$ cat config.mk
export PLATFORM = sky130hd
export DESIGN_NAME = cim_shift_accumulator_flat
export DESIGN_NICKNAME = d
export VERILOG_FILES = /design/src/rtl/cim_shift_accumulator_if.sv /design/src/rtl/cim_shift_accumulator.sv /design/src/flat_wrapper.sv
export SDC_FILE = /design/constraint.sdc
export NUM_CORES = 1
export LEC_CHECK = 0
export CAP_MARGIN = 40
export CORE_MARGIN = 2
export CORE_UTILIZATION = 40
export DETAILED_ROUTE_END_ITERATION = 16
export PLACE_DENSITY = 0.75
export SKIP_LAST_GASP = 1
export SYNTH_ARGS = -nofsm -noshare
export SYNTH_HDL_FRONTEND = slang
export SYNTH_SLANG_ARGS = --single-unit
$ cat constraint.sdc
create_clock -name clk -period 5.3 [get_ports clk]
set_input_delay 1.59 -clock clk [delete_from_list [all_inputs] [get_ports clk]]
set_output_delay 1.59 -clock clk [all_outputs]
set_load 0.02 [all_outputs]
$ cat src/rtl/cim_shift_accumulator_if.sv
// Handshake bundle between the SparseCIM adder tree, the shift accumulator and
// the result consumer.
//   master : drives start, psum_valid, psum, out_ready (tree/control side)
//   slave  : drives psum_ready, out_valid, out_data, busy (the accumulator)
interface cim_shift_accumulator_if #(
  parameter int PSUM_W  = 10,
  parameter int IN_BITS = 4,
  parameter int ACC_W   = PSUM_W + IN_BITS
);
  logic              start;
  logic              psum_valid;
  logic [PSUM_W-1:0] psum;
  logic              psum_ready;
  logic              out_valid;
  logic [ACC_W-1:0]  out_data;
  logic              out_ready;
  logic              busy;

  modport master (
    output start, psum_valid, psum, out_ready,
    input  psum_ready, out_valid, out_data, busy
  );

  modport slave (
    input  start, psum_valid, psum, out_ready,
    output psum_ready, out_valid, out_data, busy
  );
endinterface

$ cat src/rtl/cim_shift_accumulator.sv
// Bit-serial shift-and-add accumulator behind the SparseCIM 64-row adder tree.
// One unsigned partial sum arrives per activation bit-plane, MSB plane first;
// IN_BITS planes are folded into acc = (acc << 1) + psum and the finished dot
// product is offered on a valid/ready output.
// Ports:
//   clk  - rising-edge clock
//   rst  - synchronous, active-high reset
//   bus  - slave side of cim_shift_accumulator_if:
//          start, psum_valid/psum/psum_ready (plane input),
//          out_valid/out_data/out_ready (result output), busy
// All outputs decode from registers only; no input-to-output comb path.
module cim_shift_accumulator #(
  parameter int PSUM_W  = 10,
  parameter int IN_BITS = 4,
  parameter int ACC_W   = PSUM_W + IN_BITS
) (
  input  logic                    clk,
  input  logic                    rst,
  cim_shift_accumulator_if.slave  bus
);

  localparam int CNT_W = (IN_BITS > 1) ? $clog2(IN_BITS) : 1;
  localparam logic [CNT_W-1:0] LAST_PLANE = CNT_W'(IN_BITS - 1);

  localparam logic [1:0] S_IDLE  = 2'd0;
  localparam logic [1:0] S_ACCUM = 2'd1;
  localparam logic [1:0] S_DONE  = 2'd2;

  logic [1:0]       state;
  logic [ACC_W-1:0] acc;
  logic [CNT_W-1:0] bit_cnt;

  // Weight the running sum by one binary place and add the new plane.
  // Width is sized so the worst case cannot wrap.
  function automatic logic [ACC_W-1:0] shift_add(
    input logic [ACC_W-1:0]  acc_in,
    input logic [PSUM_W-1:0] psum_in
  );
    return (acc_in << 1) + ACC_W'(psum_in);
  endfunction

  // State / accumulate stage
  always_ff @(posedge clk) begin
    if (rst) begin
      state   <= S_IDLE;
      acc     <= '0;
      bit_cnt <= '0;
    end else begin
      case (state)
        S_IDLE: begin
          if (bus.start) begin
            acc     <= '0;
            bit_cnt <= '0;
            state   <= S_ACCUM;
          end
        end
        S_ACCUM: begin
          if (bus.psum_valid) begin
            acc <= shift_add(acc, bus.psum);
            if (bit_cnt == LAST_PLANE) begin
              state <= S_DONE;
            end else begin
              bit_cnt <= bit_cnt + 1'b1;
            end
          end
        end
        S_DONE: begin
          if (bus.out_ready) begin
            if (bus.start) begin
              // Back-to-back: skip IDLE so a new result can start immediately.
              acc     <= '0;
              bit_cnt <= '0;
              state   <= S_ACCUM;
            end else begin
              state <= S_IDLE;
            end
          end
        end
        default: state <= S_IDLE;
      endcase
    end
  end

  // Output decode stage (registered state only)
  assign bus.psum_ready = (state == S_ACCUM);
  assign bus.out_valid  = (state == S_DONE);
  assign bus.busy       = (state == S_ACCUM) || (state == S_DONE);
  assign bus.out_data   = acc;

endmodule

$ cat src/flat_wrapper.sv
// flat-port wrapper written by rule: the top's interface ports become plain ports
module cim_shift_accumulator_flat 
#(
  parameter int PSUM_W  = 10,
  parameter int IN_BITS = 4,
  parameter int ACC_W   = PSUM_W + IN_BITS
)
  (clk, rst, bus_start, bus_psum_valid, bus_psum, bus_out_ready, bus_psum_ready, bus_out_valid, bus_out_data, bus_busy);
  cim_shift_accumulator_if #(.PSUM_W(PSUM_W), .IN_BITS(IN_BITS), .ACC_W(ACC_W)) bus_i ();
  input  logic clk;
  input  logic rst;
  input wire logic [$bits(bus_i.start)-1:0] bus_start;
  input wire logic [$bits(bus_i.psum_valid)-1:0] bus_psum_valid;
  input wire logic [$bits(bus_i.psum)-1:0] bus_psum;
  input wire logic [$bits(bus_i.out_ready)-1:0] bus_out_ready;
  output wire logic [$bits(bus_i.psum_ready)-1:0] bus_psum_ready;
  output wire logic [$bits(bus_i.out_valid)-1:0] bus_out_valid;
  output wire logic [$bits(bus_i.out_data)-1:0] bus_out_data;
  output wire logic [$bits(bus_i.busy)-1:0] bus_busy;
  assign bus_i.start = bus_start;
  assign bus_i.psum_valid = bus_psum_valid;
  assign bus_i.psum = bus_psum;
  assign bus_i.out_ready = bus_out_ready;
  assign bus_psum_ready = bus_i.psum_ready;
  assign bus_out_valid = bus_i.out_valid;
  assign bus_out_data = bus_i.out_data;
  assign bus_busy = bus_i.busy;
  cim_shift_accumulator #(.PSUM_W(PSUM_W), .IN_BITS(IN_BITS), .ACC_W(ACC_W)) u_core (.clk(clk), .rst(rst), .bus(bus_i));
endmodule
# Word-level counts from Yosys, hierarchy flattened
# Cells that the tools add are included.
dict set report totals {
  ff_bits 18
  in_bits 15
  out_inout_bits 17
  elab_cells 34
}
dict set report classes {
  addsub 2
  n_eq_ne 8
  muxes 15
  reduce_logical 6
}
# cell n
set ops {}
lappend ops {{2-to-1 mux 14 bit} 3}
lappend ops {{case mux 14 bit (3 select lines)} 1}
lappend ops {{2-to-1 mux 2 bit} 8}
lappend ops {{adder 14 x 10 -> 14 bit} 1}
lappend ops {{case mux 2 bit (3 select lines)} 2}
lappend ops {{inequality test 2 bit, second input constant} 4}
lappend ops {{AND reduction 4 bit} 2}
lappend ops {{== test 2 bit, second input constant} 2}
lappend ops {{AND reduction 3 bit} 1}
lappend ops {{nonzero test 3 bit} 1}
lappend ops {{adder 2 x 1 -> 2 bit, second input constant} 1}
lappend ops {{== test 2 x 1 -> 1 bit, second input constant} 1}
lappend ops {{logical NOT 2 bit} 1}
lappend ops {{inequality test 2 x 1 -> 1 bit, second input constant} 1}
lappend ops {{logical OR 1 bit} 1}
lappend ops {{2-to-1 mux 1 bit} 1}

# Logic depth before layout (Yosys ltp)
# Gate-level depths: netlist of run 1.
dict set report depth {
  depth_word 4
  ltp_mapped 8
}

# Worst setup path after synthesis of run 1
# OpenSTA, ideal clock, no wires.
dict set report synth_path {
  path_kind {input -> register}
  from {in bus_psum[1]}
  to {reg u_core.acc[13], in the netlist u_core.bus.out_data[13]}
  setup_time_ps 117
  arrival_ps 3281
  required_ps 5183
  slack_ps 1901
  path_stages 8
  path_buffers 0
  cell_sequence {ha_1 > inv_1 > fa_1 > and2b_1 > o31ai_2 > o221a_1 > or3_1 > a32o_1}
}
dict set report synth_via {
  elab_chain_cells 3
}
# element line
set synth_lines {}
lappend synth_lines {{start, declared} flat_wrapper.sv:14} ;# input wire logic [$bits(bus_i.psum)-1:0] bus_psum;
lappend synth_lines {{adder 14 x 10 -> 14 bit} cim_shift_accumulator.sv:39} ;# return (acc_in << 1) + ACC_W'(psum_in);
lappend synth_lines {{2-to-1 mux 14 bit} cim_shift_accumulator.sv:58} ;# if (bus.psum_valid) begin
lappend synth_lines {{case mux 14 bit (3 select lines)} cim_shift_accumulator.sv:49} ;# case (state)
lappend synth_lines {{end signal, assigned} cim_shift_accumulator.sv:59} ;# acc <= shift_add(acc, bus.psum);
lappend synth_lines {{end, declared} cim_shift_accumulator.sv:30} ;# logic [ACC_W-1:0] acc;
# Every way passes these cells. The select of a mux whose other input is x is not followed.
# A chain may end at the register's enable or synchronous reset.

# Worst setup path after layout of run 1
# Ends and elaborated chain as after synthesis.

==> qor.yml, run 1 <==
die_area_mm2: 0.00370
setup_viol: 0
synth_top_area_share_pct: 27.9
vias: 1284
hold_start: "u_core.bus.out_data[7]"
port_buffers: 31
path_class: "primary input to register"
holdCritPathClass: "register to register"
grt_use_total_pct: 18.9
synth.most_common_cell: "dfxtp_1"
synthAdderAreaFrac_pct: 15.1
wl_um: 3140
skew_ns: 0.00822
synth_simple_gate_area_share_pct: 21.2
r2r_cells: 6
netlist_area_mm2: 0.00129
fin_nets: 219
initial_utilization_pct: 42.3
fin_setup_tns_ns: 0
clkTransAtPathRegs_ns: 0.11
antenna_found_initial: 0
gp_congestion: 0.900
drc: 0
hold_viol: 0
crit_required_ns: 5.50
core_area_mm2: 0.00305
fin_crit_sh_pct: 69.7
syn_avg_cell_area_um2: 8.27
ios: 32
synth.area.top_cells: "dfxtp_1 28%, ha_1 14%, a21oi_1 6.2%, nand2_1 4.4%, inv_1 3.5%"
critPathLaunchType: "primary input"
hold_buffers: 0
wl_per_cell_um: 13.5
firstDrtPassIters: 4
ys_seq_area_share_pct: 27.9
synth_commonest_cells: "18 x dfxtp_1, 16 x a21oi_1, 15 x nand2_1"
synth_top_family_by_area: "compound AO/OA/AOI/OAI gates"
grt_pass1_vias: 1246
ys_types: 42
cts_tree: "yes"
r2r_start: "u_core.state[1]"
r2r_slack_ns: 2.95
utilization_pct: 55.0
grt_pass1_wl_um: 5310
placed_cell_area_mm2: 0.00164
synth_compound_area_share_pct: 28.3
antenna-diode-count: 0
die_h_um: 60.8
synth_xor_area_share_pct: 1.36
areaGrowthSynthToFinish_pct: 30.2
rsz0062_at_grt: "false"
grt_max_degree: 17
insertion_delay_ns: 0.30
ys_seq_elements: 18
die_w_um: 60.8
globalRouteOverflowTotal: 0
fp-row-count: 20
period_needed_ns: 3.69
max_freq_mhz: 271
cts.htree.levels: 1
clockRootBuffer: "clkbuf_4"
power_w: 0.000366
postCtsSetupRepairBufs: 0
drive_gt1_share_pct: 5.32
reg2reg_to: "u_core.bus.out_data[13]"
synth_ff_type: "dfxtp_1"
via_per_inst: 5.53
status: "finished clean"
clock-sinks: 18
muxShareOfSynthArea_pct: 1.55
min_to: "u_core.bus.out_data[7]"
p_leak_nw: 0.644
whs_path_depth: 2
dr.first_iter.drc_count: 64
dp.cells: 228
cts_buffers: 3
design_area_mm2: 0.00168
synth-edff-count: 0
dp_hpwl_um: 2430
async_flop_share_pct: 0
syn_nets: 186
stdcell_count: 232
p_per_area_mw_per_mm2: 218
path_max_fanout: 4
relSlewSlack_pct: 50.2
end_kind: "register"
ant_nets: 0
peakVddDrop_mv: 0.103
drv_cap: 0
worstPathArrival_ns: 3.89
ys_warn_count: 0
maxSlewViolCount: 0
ctsLongestPathBuffers: 2
synth_cells: 156
worst_pin_slew_ns: 0.745
cts_resized: 0
synth_area_leader_cell: "dfxtp_1"
==> worst max-delay path, cell delays in order <==
cell and delay [ns]:
clkdlybuf4s50_1 0.46, ha_1 0.16, inv_1 0.06, fa_1 0.40, and2b_1 0.25, o31ai_2 0.09
o221a_1 0.30, or3_1 0.31, a32o_1 0.25
==> layer usage <==
| layer | part of all wire (%) | up-vias | routed length [um] | GRT usage [%] |
|---|---|---|---|---|
| met5 | 0 | - | 0 | 0 |
| met4 | 1.8 | 0 | 56 | 8.39 |
| met2 | 50 | 40 | 1580 | 31.3 |
| met3 | 6.0 | 9 | 187 | 1.71 |
| li1 | - | 639 | - | - |
| met1 | 42 | 596 | 1310 | 25.0 |
==> layout make-up <==
type	count	area, um2
Fill cell	319	1370
Multi-Input combinational cell	123	872
Sequential cell	18	360
Timing Repair Buffer	31	310
Tap cell	44	55.1
Inverter	12	45.0
Clock buffer	4	36.3
==> logic make-up after synthesis <==
logic type	Yosys count
DFF	18
and+or+nand+nor	53
AOI/OAI and AO/OA	51
xor gates and xnor gates	2
buffers and inverters	15
muxes	2
adders and majority gates	15
==> flip-flops by register name, indices dropped and copies added, names as in the netlist <==
| signal | count |
|---|---|
| u_core.state | 2 |
| u_core.bit_cnt | 2 |
| u_core.bus.out_data | 14 |
==> worst max path at each step <==
stage / from / endpoint / slack, ns / cells past startpoint
floorplan: bus_psum[1] / u_core.bus.out_data[13] / 1.90 / 8
finish: bus_psum[1] / u_core.bus.out_data[13] / 1.61 / 9
global route: bus_psum[1] / u_core.bus.out_data[13] / 1.51 / 9
CTS: bus_psum[1] / u_core.bus.out_data[13] / 1.61 / 9
global placement: bus_psum[1] / u_core.bus.out_data[13] / 1.34 / 9
detailed placement: bus_psum[1] / u_core.bus.out_data[13] / 1.30 / 9
==> per-stage QoR <==
stage | hold WS [ns] | setup slack, ns
6_report | 0.480 | 1.61
2_1_floorplan | 0.450 | 1.90
3_5_place_dp | 0.466 | 1.30
4_1_cts | 0.484 | 1.61
3_3_place_gp | 0.459 | 1.34
5_1_grt | 0.504 | 1.51
==> power breakdown <==
group          switching [W]  internal, W
clock              0.0000453    0.0000420
sequential        0.00000741     0.000142
combinational      0.0000721    0.0000568
==> cell usage in the layout, fill, tap and decap left out, types with 3 or more instances in the layout <==
cell type / Yosys / routed
a21oi_1: 16 / 16
a32o_1: 4 / 4
clkbuf_4: 0 / 3
clkdlybuf4s50_1: 0 / 31
dfxtp_1: 18 / 18
ha_1: 14 / 14
inv_1: 12 / 12
nand2_1: 15 / 15
nand2b_1: 5 / 5
nand3_1: 8 / 8
nand3b_1: 4 / 4
nor2_1: 7 / 7
o211ai_1: 3 / 3
o21a_1: 4 / 4
o21ai_0: 8 / 8
or3_1: 3 / 3
(Power assumes the default switching activity.)
==> run 2, diff against run 1 <==
clock period = 3.85 ns   (was 5.3 ns; I/O delays follow)
==> qor.yml, run 2 (synthesis results as in run 1) <==
status: "finished clean"
slowest_delay_ns: 0.46  # about the same
areaGrowthSynthToFinish_pct: 30.7
relSlewSlack_pct: 52.8  # +2.5 points
dp_hpwl_um: 2410  # -0.79%
die_h_um: 60.8  # unchanged
combPwrFrac_pct: 35.5  # +0.3 points
grt_use_total_pct: 18.9  # about the same
fin_nets: 220  # +0.46%
globalRouteOverflowTotal: 0  # unchanged
grt_pass1_vias: 1214  # -2.6%
drc: 0  # unchanged
gp_congestion: 0.916  # +1.7%
clkTransAtPathRegs_ns: 0.11  # about the same
slowest_stage: "clkdlybuf4s50_1"
via_per_inst: 5.43  # -1.9%
postCtsSetupRepairBufs: 0  # unchanged
antenna_found_initial: 0  # unchanged
p_clk_share_pct: 23.5  # -0.3 points
wl_um: 3100  # -1.2%
final_cell_mix: "31 x clkdlybuf4s50_1, 18 x dfxtp_1, 16 x a21oi_1, 15 x nand2_1, 14 x ha_1"
layout_commonest_cell: "clkdlybuf4s50_1"
ctsLongestPathBuffers: 2  # unchanged
p_per_area_mw_per_mm2: 298  # +37%
vias: 1265  # -1.5%
crit_chain: "clkdlybuf4s50_1, ha_1, inv_1, fa_1, and2b_1, o31ai_2, o221a_1, or3_1, a32o_1"
path_max_fanout: 4  # unchanged
fp-row-count: 20  # unchanged
max_freq_mhz: 305
core_area_mm2: 0.00305  # unchanged
skew_ns: 0.00681  # -0.00141 ns
fill_cells: 284  # -11%
die_w_um: 60.8  # unchanged
dr.first_iter.drc_count: 28  # -56%
drive_gt1_share_pct: 5.82  # +0.50 points
hold_viol: 0  # unchanged
holdCritPathClass: "register to register"
rsz0062_at_grt: "false"
cts_tree: "yes"
grt_max_degree: 17  # unchanged
end_kind: "register"
critPathLaunchType: "primary input"
worstPathArrival_ns: 3.48  # -0.41 ns
p_leak_nw: 0.649  # +0.75%
power_w: 0.000503  # +37%
period_needed_ns: 3.28
clockRootBuffer: "clkbuf_4"
fin_setup_tns_ns: 0  # unchanged
wl_per_cell_um: 13.3  # -1.6%
hold_start: "u_core.bit_cnt[1]"
die_area_mm2: 0.00370  # unchanged
drv_cap: 0  # unchanged
r2r_start: "u_core.bus.out_data[0]"
netSwitchingFraction_pct: 33.9  # -0.23 points
ant_nets: 0  # unchanged
ios: 32  # unchanged
setup_viol: 0  # unchanged
fin_crit_sh_pct: 85.3
worst_pin_slew_ns: 0.707  # -0.0378 ns
port_buffers: 31  # unchanged
stdcell_count: 233  # +0.43%
cts_buffers: 3  # unchanged
firstDrtPassIters: 4  # unchanged
hold_buffers: 0  # unchanged
seqPwrFrac_pct: 41.0  # about the same
largest_reg_flops: 14  # unchanged
cts_resized: 0  # unchanged
cts.htree.levels: 1  # unchanged
cp-startpoint: "bus_psum[1]"
antenna-diode-count: 0  # unchanged
switchingPower_w: 0.000170  # +37%
dp.cells: 229  # +0.44%
internal_power_w: 0.000333  # +38%
insertion_delay_ns: 0.30  # about the same
grt_pass1_wl_um: 5290  # -0.40%
maxSlewViolCount: 0  # unchanged
crit_required_ns: 4.05  # -1.45 ns
path_class: "primary input to register"
peakVddDrop_mv: 0.129  # +25%
initial_utilization_pct: 42.3  # unchanged
clock-sinks: 18  # unchanged
[run 2: cell types whose count changed in the layout (fill, tap and decap cells not counted), sizes merged]
cell | previous run | this run
buf | 0 | 1
[run 2: final cells by class]
cell class / count / area, um2 / area share (%)
multi-input combinational: 123 / 872 / 51.7
sequential: 18 / 360 / 21.4
timing repair buffer: 32 / 318 / 18.8
tap: 44 / 55.1 / 3.26
inverter: 12 / 45.0 / 2.67
clock buffer: 4 / 36.3 / 2.15
[run 2: worst paths after layout]
path                                                end  slack [ns]  depth (start not counted)
worst max-delay path            u_core.bus.out_data[13]        0.57                          9
worst min register to register        u_core.bit_cnt[1]        0.48                          2
worst max register to register  u_core.bus.out_data[13]        1.50                          8
worst min-delay path                  u_core.bit_cnt[1]        0.48                          2
[run 2: power by group through the flow]
stage | logic, W | clock network (W) | registers (W)
6_report | 0.000179 | 0.000118 | 0.000206
5_1_grt | 0.000197 | 0.000131 | 0.000208
4_1_cts | 0.000179 | 0.000122 | 0.000206
3_5_place_dp | 0.000178 | 0 | 0.000211
3_3_place_gp | 0.000173 | 0 | 0.000210
2_1_floorplan | 0.000110 | 0 | 0.000216
[run 2: per-stage QoR]
step	instance area, um2	utilization (%)	worst slack, ns	hold slack, ns
after floorplan	1290	-	0.886	0.450
after global placement	1650	54.1	0.325	0.459
after detailed placement	1650	54.1	0.267	0.469
after CTS	1690	55.2	0.584	0.486
after global routing	1690	55.2	0.503	0.507
final	1690	55.2	0.567	0.480
[run 2: per-layer routing]
layer	GRT usage, %	routed length, um	vias up
met1	24.0	1400	596
met3	2.13	116	5
met2	32.3	1530	28
met5	0	0	-
met4	8.39	57	0
li1	-	-	636
[run 2: worst max-delay path: cells and delay by family]
family	cells	cell delay [ns]
AO/OA/AOI/OAI	3	0.66
adder cells (fa/ha/maj)	2	0.57
buffers and inverters	2	0.52
AND/OR/NAND/NOR	2	0.56
==> run 3, diff against run 2 <==
CORE_MARGIN = not set   (was 2)
==> qor.yml, run 3 (synthesis results as in run 1) <==
end_kind: "register"
insertion_delay_ns: 0.30  # about the same
wl_met1_um: 1400  # +0.57%
fin_nets: 220  # unchanged
grt_pass1_vias: 1226  # +0.99%
ant_nets: 0  # unchanged
p_leak_nw: 0.649  # unchanged
clkTransAtPathRegs_ns: 0.11  # about the same
final-seq-area_um2: 360  # unchanged
route.met3.wl_um: 132  # +14%
hold_viol: 0  # unchanged
drv_cap: 0  # unchanged
worst_pin_slew_ns: 0.701  # -0.00597 ns
slowest_stage: "clkdlybuf4s50_1"
highest-signal-layer: "met4"
relSlewSlack_pct: 53.2  # +0.40 points
cts_resized: 0  # unchanged
gp_congestion: 0.807  # -12%
wl_met2_um: 1430  # -6.4%
core_area_mm2: 0.00305  # unchanged
fill_cells: 295  # +3.9%
cts_buffers: 3  # unchanged
dr.first_iter.drc_count: 64  # +130%
globalRouteOverflowTotal: 0  # unchanged
drive_gt1_share_pct: 5.82  # unchanged
die_h_um: 58.8  # -3.3%
status: "finished clean"
design_area_mm2: 0.00169  # unchanged
wl_um: 3010  # -2.8%
layout_commonest_cell: "clkdlybuf4s50_1"
ios: 32  # unchanged
antenna-diode-count: 0  # unchanged
cts_tree: "yes"
fp-row-count: 20  # unchanged
wl_per_cell_um: 12.9  # -2.8%
critPathLaunchType: "primary input"
maxSlewViolCount: 0  # unchanged
skew_ns: 0.00616  # -0.000655 ns
clockRootBuffer: "clkbuf_4"
grt_use_total_pct: 19.8  # +0.85 points
firstDrtPassIters: 4  # unchanged
clock-sinks: 18  # unchanged
p_per_area_mw_per_mm2: 299  # +0.31%
antenna_found_initial: 0  # unchanged
grt_max_degree: 17  # unchanged
hold_buffers: 0  # unchanged
areaGrowthSynthToFinish_pct: 30.7  # unchanged
grt_pass1_wl_um: 5330  # +0.64%
placed_cell_area_mm2: 0.00165  # unchanged
cts.htree.levels: 1  # unchanged
fin_crit_sh_pct: 84.3  # -0.92 points
worstPathArrival_ns: 3.45  # -0.03 ns
utilization_pct: 55.2  # unchanged
setup_viol: 0  # unchanged
drc: 0  # unchanged
max_freq_mhz: 308  # +1.1%
port_buffers: 31  # unchanged
vias: 1277  # +0.95%
slowest_delay_ns: 0.46  # about the same
hold_slack_ns: 0.481  # +0.000295 ns
largest_reg_flops: 14  # unchanged
initial_utilization_pct: 42.3  # unchanged
multi_input_area_um2: 872  # unchanged
period_needed_ns: 3.25  # -0.0354 ns
crit_required_ns: 4.05  # about the same
die_area_mm2: 0.00346  # -6.5%
fin_setup_tns_ns: 0  # unchanged
path_class: "primary input to register"
via_per_inst: 5.48  # +0.95%
ctsLongestPathBuffers: 2  # unchanged
postCtsSetupRepairBufs: 0  # unchanged
dp_hpwl_um: 2290  # -5.2%
rsz0062_at_grt: "false"
path_max_fanout: 4  # unchanged
holdCritPathClass: "register to register"
peakVddDrop_mv: 0.117  # -9.6%
final_cell_mix: "31 x clkdlybuf4s50_1, 18 x dfxtp_1, 16 x a21oi_1, 15 x nand2_1, 14 x ha_1"
die_w_um: 58.8  # -3.3%
power_w: 0.000505  # +0.31%
crit_chain: "clkdlybuf4s50_1, ha_1, inv_1, fa_1, and2b_1, o31ai_2, o221a_1, or3_1, a32o_1"
==> run 3: power by group <==
| group | total, W | leakage [nW] | internal (W) | switching, W |
|---|---|---|---|---|
| Clock | 0.000121 | 0.0210 | 0.0000578 | 0.0000629 |
| Combinational | 0.000178 | 0.483 | 0.0000788 | 0.0000992 |
| Sequential | 0.000206 | 0.146 | 0.000196 | 0.00000995 |
==> run 3: critical path, delay by kind of cell <==
kind / cells / cell delay [ns]
AOI/OAI and AO/OA: 3 / 0.66
adders and majority gates: 2 / 0.57
and+or+nand+nor: 2 / 0.56
buffers and inverters: 2 / 0.51
==> run 3: final timing paths <==
check,start,to,slack [ns],depth (start not counted)
min,u_core.bit_cnt[1],u_core.bit_cnt[1],0.48,2
min reg2reg,u_core.bit_cnt[1],u_core.bit_cnt[1],0.48,2
max,bus_psum[1],u_core.bus.out_data[13],0.60,9
max reg2reg,u_core.bus.out_data[0],u_core.bus.out_data[13],1.53,8
==> run 3: cell type report <==
cell class              instances  share of cell area (%)
multi-input cells             123                    51.7
flip-flops and latches         18                    21.4
repair buffers                 32                    18.8
well taps                      44                    3.26
inverters                      12                    2.67
clock buffers                   4                    2.15
==> run 3: stage by stage <==
stage	setup WS, ns	cells
final	0.603	233
after CTS	0.605	233
after global placement	0.324	229
after detailed placement	0.291	229
after floorplan	0.886	156
after global routing	0.515	233
==> run 3: routing by layer <==
metal	vias to the layer above	global-route usage, %
met3	6	2.64
li1	638	-
met4	0	7.48
met2	37	34.6
met1	596	24.5
met5	-	0
